`src/rtl/fft_ctrl_pkg.sv`:
```
// -----------------------------------------------------------------------------
// fft_consts
// Shared constants and types for the FFT datapath and its address controller.
//   DW, FP_BITS, FRAC_BITS, complex_t : sample format used by the datapath.
//   LOG2N_DEF, RD_LAT_DEF, BFU_LAT_DEF : controller parameter defaults.
//   fft_ctrl_state_t                    : controller FSM states.
//   stage_width / bfly_addr_a / bfly_tw : helpers for stage-counter sizing and
//                                         radix-2 DIT butterfly addressing.
// -----------------------------------------------------------------------------
package fft_consts;

  localparam int DW        = 16;
  localparam int FP_BITS   = 2 * DW;
  localparam int FRAC_BITS = 15;

  typedef struct packed {
    logic signed [DW-1:0] re;
    logic signed [DW-1:0] im;
  } complex_t;

  localparam int LOG2N_DEF   = 10;
  localparam int RD_LAT_DEF  = 1;
  localparam int BFU_LAT_DEF = 4;

  typedef enum logic [1:0] {
    ST_IDLE,
    ST_RUN,
    ST_WAIT,
    ST_DRAIN
  } fft_ctrl_state_t;

  // Width of the stage index; never below one bit.
  function automatic int unsigned stage_width(int unsigned log2n);
    return (log2n > 1) ? $clog2(log2n) : 1;
  endfunction

  // Lower operand address of butterfly k in stage s: the group index k>>s is
  // spread to a stride of 2h, the in-group offset k&(h-1) is kept as is.
  function automatic int unsigned bfly_addr_a(int unsigned k, int unsigned s);
    return ((k >> s) << (s + 1)) | (k & ((32'd1 << s) - 1));
  endfunction

  // Twiddle exponent for butterfly k in stage s of an N = 2^log2n transform.
  function automatic int unsigned bfly_tw(int unsigned k, int unsigned s,
                                          int unsigned log2n);
    return (k & ((32'd1 << s) - 1)) << (log2n - 1 - s);
  endfunction

endpackage

```
`src/rtl/fft_ctrl_if.sv`:
```
// -----------------------------------------------------------------------------
// fft_ctrl_if
// Control/address bundle between the FFT controller and its environment.
//   start            : one-cycle transform request        (env  -> ctrl)
//   busy, done       : run status / completion pulse        (ctrl -> env)
//   rd_en, rd_addr_* : operand-pair read strobe/addresses   (ctrl -> env)
//   tw_idx           : twiddle ROM index aligned with rd_en (ctrl -> env)
//   wr_en, wr_addr_* : write-back strobe/addresses          (ctrl -> env)
//   stage            : current stage index                  (ctrl -> env)
// Modports: master = controller side, slave = memory/system side.
// -----------------------------------------------------------------------------
interface fft_ctrl_if #(
  parameter int LOG2N = fft_consts::LOG2N_DEF
);
  import fft_consts::*;

  localparam int STW = stage_width(LOG2N);

  logic             start;
  logic             busy;
  logic             done;
  logic             rd_en;
  logic [LOG2N-1:0] rd_addr_a;
  logic [LOG2N-1:0] rd_addr_b;
  logic [LOG2N-2:0] tw_idx;
  logic             wr_en;
  logic [LOG2N-1:0] wr_addr_a;
  logic [LOG2N-1:0] wr_addr_b;
  logic [STW-1:0]   stage;

  modport master (
    input  start,
    output busy, done, rd_en, rd_addr_a, rd_addr_b, tw_idx,
           wr_en, wr_addr_a, wr_addr_b, stage
  );

  modport slave (
    output start,
    input  busy, done, rd_en, rd_addr_a, rd_addr_b, tw_idx,
           wr_en, wr_addr_a, wr_addr_b, stage
  );

endinterface

```
`src/rtl/fft_addr_dly.sv`:
```
// -----------------------------------------------------------------------------
// fft_addr_dly
// Fixed-depth shift line carrying {valid, data}; output appears DEPTH cycles
// after input. Synchronous clear empties the line and zeroes its contents.
//   clk    : clock
//   clr_i  : synchronous clear, active high
//   vld_i  : entry valid,   data_i : entry payload
//   vld_o  : exit valid,    data_o : exit payload
//   pend_o : a valid entry is still travelling behind the exit slot
// -----------------------------------------------------------------------------
module fft_addr_dly #(
  parameter int DEPTH = 5,
  parameter int WIDTH = 8
) (
  input  logic             clk,
  input  logic             clr_i,
  input  logic             vld_i,
  input  logic [WIDTH-1:0] data_i,
  output logic             vld_o,
  output logic [WIDTH-1:0] data_o,
  output logic             pend_o
);

  logic [DEPTH-1:0] vld_q;
  logic [WIDTH-1:0] data_q [DEPTH];

  // NOTE: sequential state is written with <= so every stage samples the
  // previous stage's old value on the same edge; = would collapse the line.
  always_ff @(posedge clk) begin
    if (clr_i) begin
      vld_q <= '0;
      // NOTE: the payload is cleared as well, not just the valid bits, so the
      // write addresses read zero right after a clear.
      for (int i = 0; i < DEPTH; i++) data_q[i] <= '0;
    end else begin
      vld_q[0]  <= vld_i;
      data_q[0] <= data_i;
      for (int i = 1; i < DEPTH; i++) begin
        vld_q[i]  <= vld_q[i-1];
        data_q[i] <= data_q[i-1];
      end
    end
  end

  assign vld_o  = vld_q[DEPTH-1];
  assign data_o = data_q[DEPTH-1];

  generate
    if (DEPTH > 1) begin : g_pend
      assign pend_o = |vld_q[DEPTH-2:0];
    end else begin : g_no_pend
      assign pend_o = 1'b0;
    end
  endgenerate

endmodule

```
`src/rtl/fft_ctrl.sv`:
```
// -----------------------------------------------------------------------------
// fft_ctrl
// Address/sequence controller for an in-place radix-2 DIT FFT over a
// bit-reversed sample memory. Issues one butterfly read per RUN cycle, emits
// matching write-backs PIPE_LAT = RD_LAT + BFU_LAT cycles later, pulses done.
//   clk : clock (posedge)
//   rst : synchronous, active-high reset
//   bus : fft_ctrl_if.master (start in; busy/done/rd_*/tw_idx/wr_*/stage out)
// Parameters: LOG2N (2..12), RD_LAT, BFU_LAT. The bus instance must use the
// same LOG2N.
// Build option: FFT_CTRL_HAZARD_EN -- when defined, each non-final stage is
// followed by a WAIT until its last write-back has issued, so the next stage
// never reads stale data. When undefined, stages run back to back and
// N/2 > PIPE_LAT must hold.
// -----------------------------------------------------------------------------
module fft_ctrl
  import fft_consts::*;
#(
  parameter int LOG2N   = LOG2N_DEF,
  parameter int RD_LAT  = RD_LAT_DEF,
  parameter int BFU_LAT = BFU_LAT_DEF
) (
  input logic        clk,
  input logic        rst,
  fft_ctrl_if.master bus
);

  localparam int PIPE_LAT = RD_LAT + BFU_LAT;
  localparam int KW       = LOG2N - 1;
  localparam int STW      = stage_width(LOG2N);

  localparam logic [KW-1:0]  K_LAST     = '1;  // N/2 - 1
  localparam logic [STW-1:0] LAST_STAGE = STW'(LOG2N - 1);

  fft_ctrl_state_t  state_q, state_d;
  logic [KW-1:0]    k_q, k_d;
  logic [STW-1:0]   stage_q, stage_d;
  logic             rd_en_q, rd_en_d;
  logic [LOG2N-1:0] rd_a_q, rd_a_d;
  logic [LOG2N-1:0] rd_b_q, rd_b_d;
  logic [KW-1:0]    tw_q, tw_d;
  logic             done_q, done_d;

  logic             pend;
  logic             wr_vld;
  logic [2*LOG2N-1:0] wr_data;

  // NOTE: every signal assigned here gets a default first, so no path leaves
  // a value unassigned and no latch is inferred.
  always_comb begin
    state_d = state_q;
    k_d     = k_q;
    stage_d = stage_q;
    rd_en_d = 1'b0;
    done_d  = 1'b0;

    case (state_q)
      ST_IDLE: begin
        if (bus.start) begin
          state_d = ST_RUN;
          k_d     = '0;
          stage_d = '0;
          rd_en_d = 1'b1;
        end
      end
      ST_RUN: begin
        if (k_q == K_LAST) begin
          k_d = '0;
          if (stage_q == LAST_STAGE) begin
            state_d = ST_DRAIN;
          end else begin
`ifdef FFT_CTRL_HAZARD_EN
            state_d = ST_WAIT;
`else
            stage_d = stage_q + STW'(1);
            rd_en_d = 1'b1;
`endif
          end
        end else begin
          k_d     = k_q + KW'(1);
          rd_en_d = 1'b1;
        end
      end
      ST_WAIT: begin
`ifdef FFT_CTRL_HAZARD_EN
        // Only the stage's final write may remain, and it issues this cycle;
        // the next stage's first read lands on the following cycle.
        if (!pend) begin
          state_d = ST_RUN;
          stage_d = stage_q + STW'(1);
          rd_en_d = 1'b1;
        end
`else
        state_d = ST_IDLE;
`endif
      end
      ST_DRAIN: begin
        if (!pend) begin
          state_d = ST_IDLE;
          done_d  = 1'b1;
        end
      end
      default: state_d = ST_IDLE;
    endcase

    // Addresses and twiddle are registered from the next counter values so
    // they change on the same edge as rd_en; they hold while rd_en is low.
    rd_a_d = rd_a_q;
    rd_b_d = rd_b_q;
    tw_d   = tw_q;
    if (rd_en_d) begin
      rd_a_d = LOG2N'(bfly_addr_a(32'(k_d), 32'(stage_d)));
      rd_b_d = rd_a_d + (LOG2N'(1) << stage_d);
      tw_d   = KW'(bfly_tw(32'(k_d), 32'(stage_d), LOG2N));
    end
  end

  always_ff @(posedge clk) begin
    if (rst) begin
      state_q <= ST_IDLE;
      k_q     <= '0;
      stage_q <= '0;
      rd_en_q <= 1'b0;
      rd_a_q  <= '0;
      rd_b_q  <= '0;
      tw_q    <= '0;
      done_q  <= 1'b0;
    end else begin
      state_q <= state_d;
      k_q     <= k_d;
      stage_q <= stage_d;
      rd_en_q <= rd_en_d;
      rd_a_q  <= rd_a_d;
      rd_b_q  <= rd_b_d;
      tw_q    <= tw_d;
      done_q  <= done_d;
    end
  end

  // Reset clears the line, so in-flight butterflies never write back.
  fft_addr_dly #(
    .DEPTH (PIPE_LAT),
    .WIDTH (2 * LOG2N)
  ) u_dly (
    .clk    (clk),
    .clr_i  (rst),
    .vld_i  (rd_en_q),
    .data_i ({rd_a_q, rd_b_q}),
    .vld_o  (wr_vld),
    .data_o (wr_data),
    .pend_o (pend)
  );

  assign bus.busy      = (state_q != ST_IDLE);
  assign bus.done      = done_q;
  assign bus.rd_en     = rd_en_q;
  assign bus.rd_addr_a = rd_a_q;
  assign bus.rd_addr_b = rd_b_q;
  assign bus.tw_idx    = tw_q;
  assign bus.stage     = stage_q;
  assign bus.wr_en     = wr_vld;
  assign bus.wr_addr_a = wr_data[2*LOG2N-1:LOG2N];
  assign bus.wr_addr_b = wr_data[LOG2N-1:0];

endmodule

```
`src/flat_wrapper.sv`:
```
// flat-port wrapper written by rule: the top's interface ports become plain ports
module fft_ctrl_flat import fft_consts::*;
#(
  parameter int LOG2N   = LOG2N_DEF,
  parameter int RD_LAT  = RD_LAT_DEF,
  parameter int BFU_LAT = BFU_LAT_DEF
)
  (clk, rst, bus_start, bus_busy, bus_done, bus_rd_en, bus_rd_addr_a, bus_rd_addr_b, bus_tw_idx, bus_wr_en, bus_wr_addr_a, bus_wr_addr_b, bus_stage);
  fft_ctrl_if #(.LOG2N(LOG2N)) bus_i ();
  input logic clk;
  input logic rst;
  input wire logic [$bits(bus_i.start)-1:0] bus_start;
  output wire logic [$bits(bus_i.busy)-1:0] bus_busy;
  output wire logic [$bits(bus_i.done)-1:0] bus_done;
  output wire logic [$bits(bus_i.rd_en)-1:0] bus_rd_en;
  output wire logic [$bits(bus_i.rd_addr_a)-1:0] bus_rd_addr_a;
  output wire logic [$bits(bus_i.rd_addr_b)-1:0] bus_rd_addr_b;
  output wire logic [$bits(bus_i.tw_idx)-1:0] bus_tw_idx;
  output wire logic [$bits(bus_i.wr_en)-1:0] bus_wr_en;
  output wire logic [$bits(bus_i.wr_addr_a)-1:0] bus_wr_addr_a;
  output wire logic [$bits(bus_i.wr_addr_b)-1:0] bus_wr_addr_b;
  output wire logic [$bits(bus_i.stage)-1:0] bus_stage;
  assign bus_i.start = bus_start;
  assign bus_busy = bus_i.busy;
  assign bus_done = bus_i.done;
  assign bus_rd_en = bus_i.rd_en;
  assign bus_rd_addr_a = bus_i.rd_addr_a;
  assign bus_rd_addr_b = bus_i.rd_addr_b;
  assign bus_tw_idx = bus_i.tw_idx;
  assign bus_wr_en = bus_i.wr_en;
  assign bus_wr_addr_a = bus_i.wr_addr_a;
  assign bus_wr_addr_b = bus_i.wr_addr_b;
  assign bus_stage = bus_i.stage;
  fft_ctrl #(.LOG2N(LOG2N), .RD_LAT(RD_LAT), .BFU_LAT(BFU_LAT)) u_core (.clk(clk), .rst(rst), .bus(bus_i));
endmodule
```
`config.mk`:
```
export PLATFORM = sky130hd
export DESIGN_NAME = fft_ctrl_flat
export DESIGN_NICKNAME = d
export VERILOG_FILES = /design/src/rtl/fft_ctrl_pkg.sv /design/src/rtl/fft_ctrl_if.sv /design/src/rtl/fft_addr_dly.sv /design/src/rtl/fft_ctrl.sv /design/src/flat_wrapper.sv
export SDC_FILE = /design/constraint.sdc
export NUM_CORES = 1
export LEC_CHECK = 0
export CORE_AREA = 2 2 127 105
export CTS_BUF_LIST = sky130_fd_sc_hd__clkbuf_4
export CTS_CLUSTER_SIZE = 16
export DETAILED_ROUTE_END_ITERATION = 6
export DIE_AREA = 0 0 129 107
export GPL_TIMING_DRIVEN = 0
export PLACE_DENSITY = 0.83
export SLEW_MARGIN = 10
export SYNTH_ARGS = -nofsm -noshare
export SYNTH_HDL_FRONTEND = slang
export SYNTH_SLANG_ARGS = --single-unit
export TNS_END_PERCENT = 100
```
`constraint.sdc`:
```
create_clock -name clk -period 6.7 [get_ports clk]
set_input_delay 1.005 -clock clk [delete_from_list [all_inputs] [get_ports clk]]
set_output_delay 1.005 -clock clk [all_outputs]
set_load 0.005 [all_outputs]
```
==> results.py <==
metrics = {
    "global_routing": {
        "grt_antenna_before_repair": 0,
        "number_of_global_route_vias_before_repair": 5092,
        "grt_start_max_net_pins": 17,
        "grt_overflow": 0,
        "grt_first_pass_wirelength_mm": 26.38,
        "grtUsageTotal_pct": 24.78,
    },
    "placed_design": {
        "place_hpwl_mm": 12.22,
        "place.gp.congestion": 0.9180,
        "detailed_place.area_um2": 7553,
        "io_buffer_count": 59,
    },
    "layout": {
        "fin_area_um2": 7833,
        "area_growth_from_synthesis_to_final_layout_pct": 16.14,
        "layout-drive-gt1-share_pct": 12.14,
        "count_of_antenna_diodes_in_the_layout": 0,
        "multi_input_area_um2": 3334,
        "ff_latch_area_um2": 3023,
        "final_net_count": 839,
        "layout.filler_cells": 1099,
    },
    "power_and_ir_drop": {
        "clockPowerShare_pct": 35.5,
        "leakage_nw": 3.051,
        "power_frac_comb_pct": 5.6,
        "power.total_w": 0.001565,
        "share_seq_of_total_power_pct": 58.9,
        "largest_voltage_drop_on_the_vdd_net_mv": 0.1192,
        "power_switching_w": 0.0004170,
        "internal_power_summed_over_all_cells_w": 0.001148,
        "switching_share_pct": 26.65,
        "power_density_nw_per_um2": 199.8,
    },
    "clock_tree": {
        "cts_buffers": 17,
        "cts_tree": "done",
        "clk_pin_slew_ns": 0.15,
        "tritoncts_num_sinks": 151,
        "cts_max_level": 4,
        "cts_buffer_depth": 2,
        "ctsHoldBuffers": 0,
        "clock_insertion_delay_worst_skew_ns": 0.55,
        "cts_root_buffer": "sky130_fd_sc_hd__clkbuf_4",
    },
    "sta": {
        "hold_viol": 0,
        "layout_worst_path_cycle_share_pct": 91.12,
        "rsz0062_at_grt": "no",
        "finalClockSkew_ns": 0.02554,
        "tns_ns": 0,
        "worst_slew_margin_rel_pct": 50.04,
        "max_freq_mhz": 163.8,
        "tightestPinTransition_ns": 0.7495,
        "slew_violations": 0,
        "setup_violators_final": 0,
        "period_needed_ns": 6.105,
    },
    "die": {
        "floorplan.rows": 37,
        "die_area_um2": 13800,
        "die_x_um": 129,
        "die-height_um": 107,
        "starting_density_of_the_core_pct": 53.75,
        "fp.coreArea_um2": 12550,
        "io-pin-count": 60,
    },
    "synthesis": {
        "syn-cell-area_um2": 6744,
        "avgSynthCellArea_um2": 9.077,
        "synthDominantCellAreaShare_pct": 44.82,
        "synth_seq_area_share_pct": 44.82,
        "synth_nets": 763,
        "async_flop_share_pct": 0,
        "ys_ff_latch": 151,
        "synth.area.top_cells": "sky130_fd_sc_hd__dfxtp_1 (45%), sky130_fd_sc_hd__nor2b_1 (9.9%), sky130_fd_sc_hd__nand2_1 (3.3%)",
        "synth_top_area_cell": "sky130_fd_sc_hd__dfxtp_1",
        "synth_cells": 743,
        "synth_edf_count": 0,
        "ys_warn_count": 0,
        "synth-main-ff-cell": "sky130_fd_sc_hd__dfxtp_1",
        "yosysUniqueCellTypes": 80,
    },
    "worst_setup_path": {
        "worstSetupEndpointType": "flop",
        "critical_path_class": "reg -> reg",
        "worstPathCellList": "ha_1, nand2_1, nor3_1, ha_1, nand2_1, or4_4, o21ai_4, inv_2, buf_1, clkbuf_2, nand2_1, nor2_1, nand2_1, ha_2, o21ai_0, o311a_1, o21bai_1, ha_1, nand2_1, o41ai_2, nor4_1, a2111oi_1",
        "timing.critical_path.required_ns": 7.15,
        "timing.critical_path.slowest_cell_delay_ns": 0.48,
        "arrival_time_worst_endpoint_ns": 6.55,
        "critical-path-top-delay-family": "compound AO/OA/AOI/OAI gates",
        "worstPathBufferInverterCount": 3,
        "timing.critical_path.from_type": "flop",
        "crit_path_max_fo": 10,
        "critical_path.slowest_cell": "sky130_fd_sc_hd__dfxtp_1",
        "cell_repeated_most_along_the_worst_path": "sky130_fd_sc_hd__nand2_1",
    },
    "detailed_routing": {
        "residual_drc_count": 0,
        "vias_per_cell": 5.482,
        "initial_drc_count": 515,
        "firstDrtPassIters": 6,
        "detail_route.wl_per_cell_um": 16.20,
        "postRouteAntennaNets": 0,
        "routed_wl_mm": 16.31,
        "route.vias.total": 5520,
    },
    "hold_path": {
        "min-delay-path-class": "reg -> reg",
    },
    "status": {
        "status": "finished clean",
    },
    "job": {
        "maxCapViolations": 0,
    },
}
## cells in the final DEF, fill, tap and decap left out, types with 9 or more instances in the layout
cell type | Yosys | layout
sky130_fd_sc_hd__nor3_1 | 22 | 22
sky130_fd_sc_hd__a211oi_1 | 9 | 9
sky130_fd_sc_hd__and2_1 | 9 | 9
sky130_fd_sc_hd__inv_1 | 12 | 12
sky130_fd_sc_hd__dfxtp_1 | 151 | 151
sky130_fd_sc_hd__a22oi_1 | 9 | 9
sky130_fd_sc_hd__nand3_1 | 19 | 19
sky130_fd_sc_hd__nor2_1 | 59 | 59
sky130_fd_sc_hd__buf_4 | 24 | 24
sky130_fd_sc_hd__clkdlybuf4s50_1 | 0 | 59
sky130_fd_sc_hd__a21oi_1 | 35 | 34
sky130_fd_sc_hd__nor2b_1 | 107 | 107
sky130_fd_sc_hd__ha_1 | 16 | 15
sky130_fd_sc_hd__clkbuf_4 | 0 | 18
sky130_fd_sc_hd__clkbuf_1 | 26 | 22
sky130_fd_sc_hd__nand2_1 | 59 | 59
sky130_fd_sc_hd__o211ai_1 | 9 | 9
sky130_fd_sc_hd__o21ai_0 | 23 | 23
## registers in the layout, indices dropped and copies added (netlist names)
| register | cells |
|---|---|
| u_core.u_dly.data_q | 100 |
| u_core.bus.rd_en | 1 |
| u_core.bus.rd_addr_a | 10 |
| u_core.bus.rd_addr_b | 10 |
| u_core.state_q | 2 |
| u_core.u_dly.vld_q | 5 |
| u_core.bus.tw_idx | 9 |
| u_core.bus.done | 1 |
| u_core.bus.stage | 4 |
| u_core.k_q | 9 |
## per-layer routing
metal | global-route usage (%) | wire, µm | vias up
met2 | 38.51 | 7215 | 238
met1 | 34.31 | 7432 | 2522
met3 | 4.940 | 1198 | 42
met5 | 0 | 0 | -
met4 | 8.851 | 466 | 0
li1 | - | - | 2718
## through the flow
step / instances / worst slack (ns) / hold WS [ns] / utilization [%]
final: 1007 / 0.5953 / 0.4306 / 62.43
after global routing: 1007 / 0.08543 / 0.4437 / 62.43
after CTS: 1009 / 0.1767 / 0.4256 / 62.41
after detailed placement: 977 / 0.2529 / 0.4212 / 60.21
after global placement: 977 / 0.2546 / 0.4159 / 60.21
after floorplan: 743 / 1.562 / 0.4138 / -
## final timing paths
kind	startpoint	endpoint	slack [ns]	depth (start not counted)
hold reg to reg	u_core.u_dly.data_q[0][0]	u_core.u_dly.data_q[0][20]	0.43	1
setup reg to reg	u_core.k_q[0]	u_core.bus.rd_addr_b[8]	0.60	22
hold / removal	u_core.u_dly.data_q[0][0]	u_core.u_dly.data_q[0][20]	0.43	1
setup / recovery	u_core.k_q[0]	u_core.bus.rd_addr_b[8]	0.60	22
## power groups by stage
stage | logic [W] | clock network (W) | registers [W]
after floorplan | 0.0000528 | 0 | 0.000939
after global placement | 0.0000861 | 0 | 0.000941
after detailed placement | 0.0000875 | 0 | 0.000941
after CTS | 0.0000879 | 0.000563 | 0.000921
after global routing | 0.0000970 | 0.000597 | 0.000923
final | 0.0000881 | 0.000555 | 0.000921
## cells in the mapped netlist, types with 4 or more instances
cell,instances
sky130_fd_sc_hd__dfxtp_1,151
sky130_fd_sc_hd__nor2b_1,107
sky130_fd_sc_hd__nand2_1,59
sky130_fd_sc_hd__nor2_1,59
sky130_fd_sc_hd__a21oi_1,35
sky130_fd_sc_hd__clkbuf_1,26
sky130_fd_sc_hd__buf_4,24
sky130_fd_sc_hd__o21ai_0,23
sky130_fd_sc_hd__nor3_1,22
sky130_fd_sc_hd__nand3_1,19
sky130_fd_sc_hd__ha_1,16
sky130_fd_sc_hd__inv_1,12
sky130_fd_sc_hd__a211oi_1,9
sky130_fd_sc_hd__a22oi_1,9
sky130_fd_sc_hd__and2_1,9
sky130_fd_sc_hd__buf_1,9
sky130_fd_sc_hd__o211ai_1,9
sky130_fd_sc_hd__a31oi_1,8
sky130_fd_sc_hd__xnor2_1,8
sky130_fd_sc_hd__mux2i_1,7
sky130_fd_sc_hd__o21a_1,7
sky130_fd_sc_hd__and3_1,6
sky130_fd_sc_hd__a21o_1,5
sky130_fd_sc_hd__buf_2,5
sky130_fd_sc_hd__nand2b_1,5
sky130_fd_sc_hd__nand4_1,5
sky130_fd_sc_hd__a2bb2oi_1,4
sky130_fd_sc_hd__o21bai_1,4
sky130_fd_sc_hd__o31ai_1,4
## area by class of cell
| class | count | share of cell area (%) |
|---|---|---|
| buffer | 62 | 4.249 |
| timing repair buffer | 59 | 7.540 |
| clock buffer | 18 | 1.725 |
| multi-input combinational | 513 | 42.57 |
| clock inverter | 14 | 1.805 |
| inverter | 15 | 0.7189 |
| tap | 175 | 2.796 |
| sequential | 151 | 38.59 |
## timing repair
item                                    CTS  global route
gates resized for setup                   0             7
endpoints found under the setup margin    0             8
setup buffers                             0             0
## cells by family (layout without fill, tap and decap cells)
family	count (synthesis)	in the layout	synth area share, %
buffers and inverters	79	168	5.825
xor gates and xnor gates	11	11	1.429
DFF	151	151	44.82
adders and majority gates	17	17	3.265
and+or+nand+nor	312	312	24.51
muxes	13	13	2.449
AOI/OAI and AO/OA	160	160	17.70
## worst register-to-register path: stages (launching register included)
cell and delay [ns]:
sky130_fd_sc_hd__dfxtp_1 0.48, sky130_fd_sc_hd__ha_1 0.28, sky130_fd_sc_hd__nand2_1 0.09, sky130_fd_sc_hd__nor3_1 0.33, sky130_fd_sc_hd__ha_1 0.34, sky130_fd_sc_hd__nand2_1 0.11, sky130_fd_sc_hd__or4_4 0.44, sky130_fd_sc_hd__o21ai_4 0.14
sky130_fd_sc_hd__inv_2 0.15, sky130_fd_sc_hd__buf_1 0.27, sky130_fd_sc_hd__clkbuf_2 0.27, sky130_fd_sc_hd__nand2_1 0.20, sky130_fd_sc_hd__nor2_1 0.09, sky130_fd_sc_hd__nand2_1 0.23, sky130_fd_sc_hd__ha_2 0.33, sky130_fd_sc_hd__o21ai_0 0.22
sky130_fd_sc_hd__o311a_1 0.41, sky130_fd_sc_hd__o21bai_1 0.23, sky130_fd_sc_hd__ha_1 0.40, sky130_fd_sc_hd__nand2_1 0.12, sky130_fd_sc_hd__o41ai_2 0.43, sky130_fd_sc_hd__nor4_1 0.09, sky130_fd_sc_hd__a2111oi_1 0.37
(Power assumes the default switching activity.)
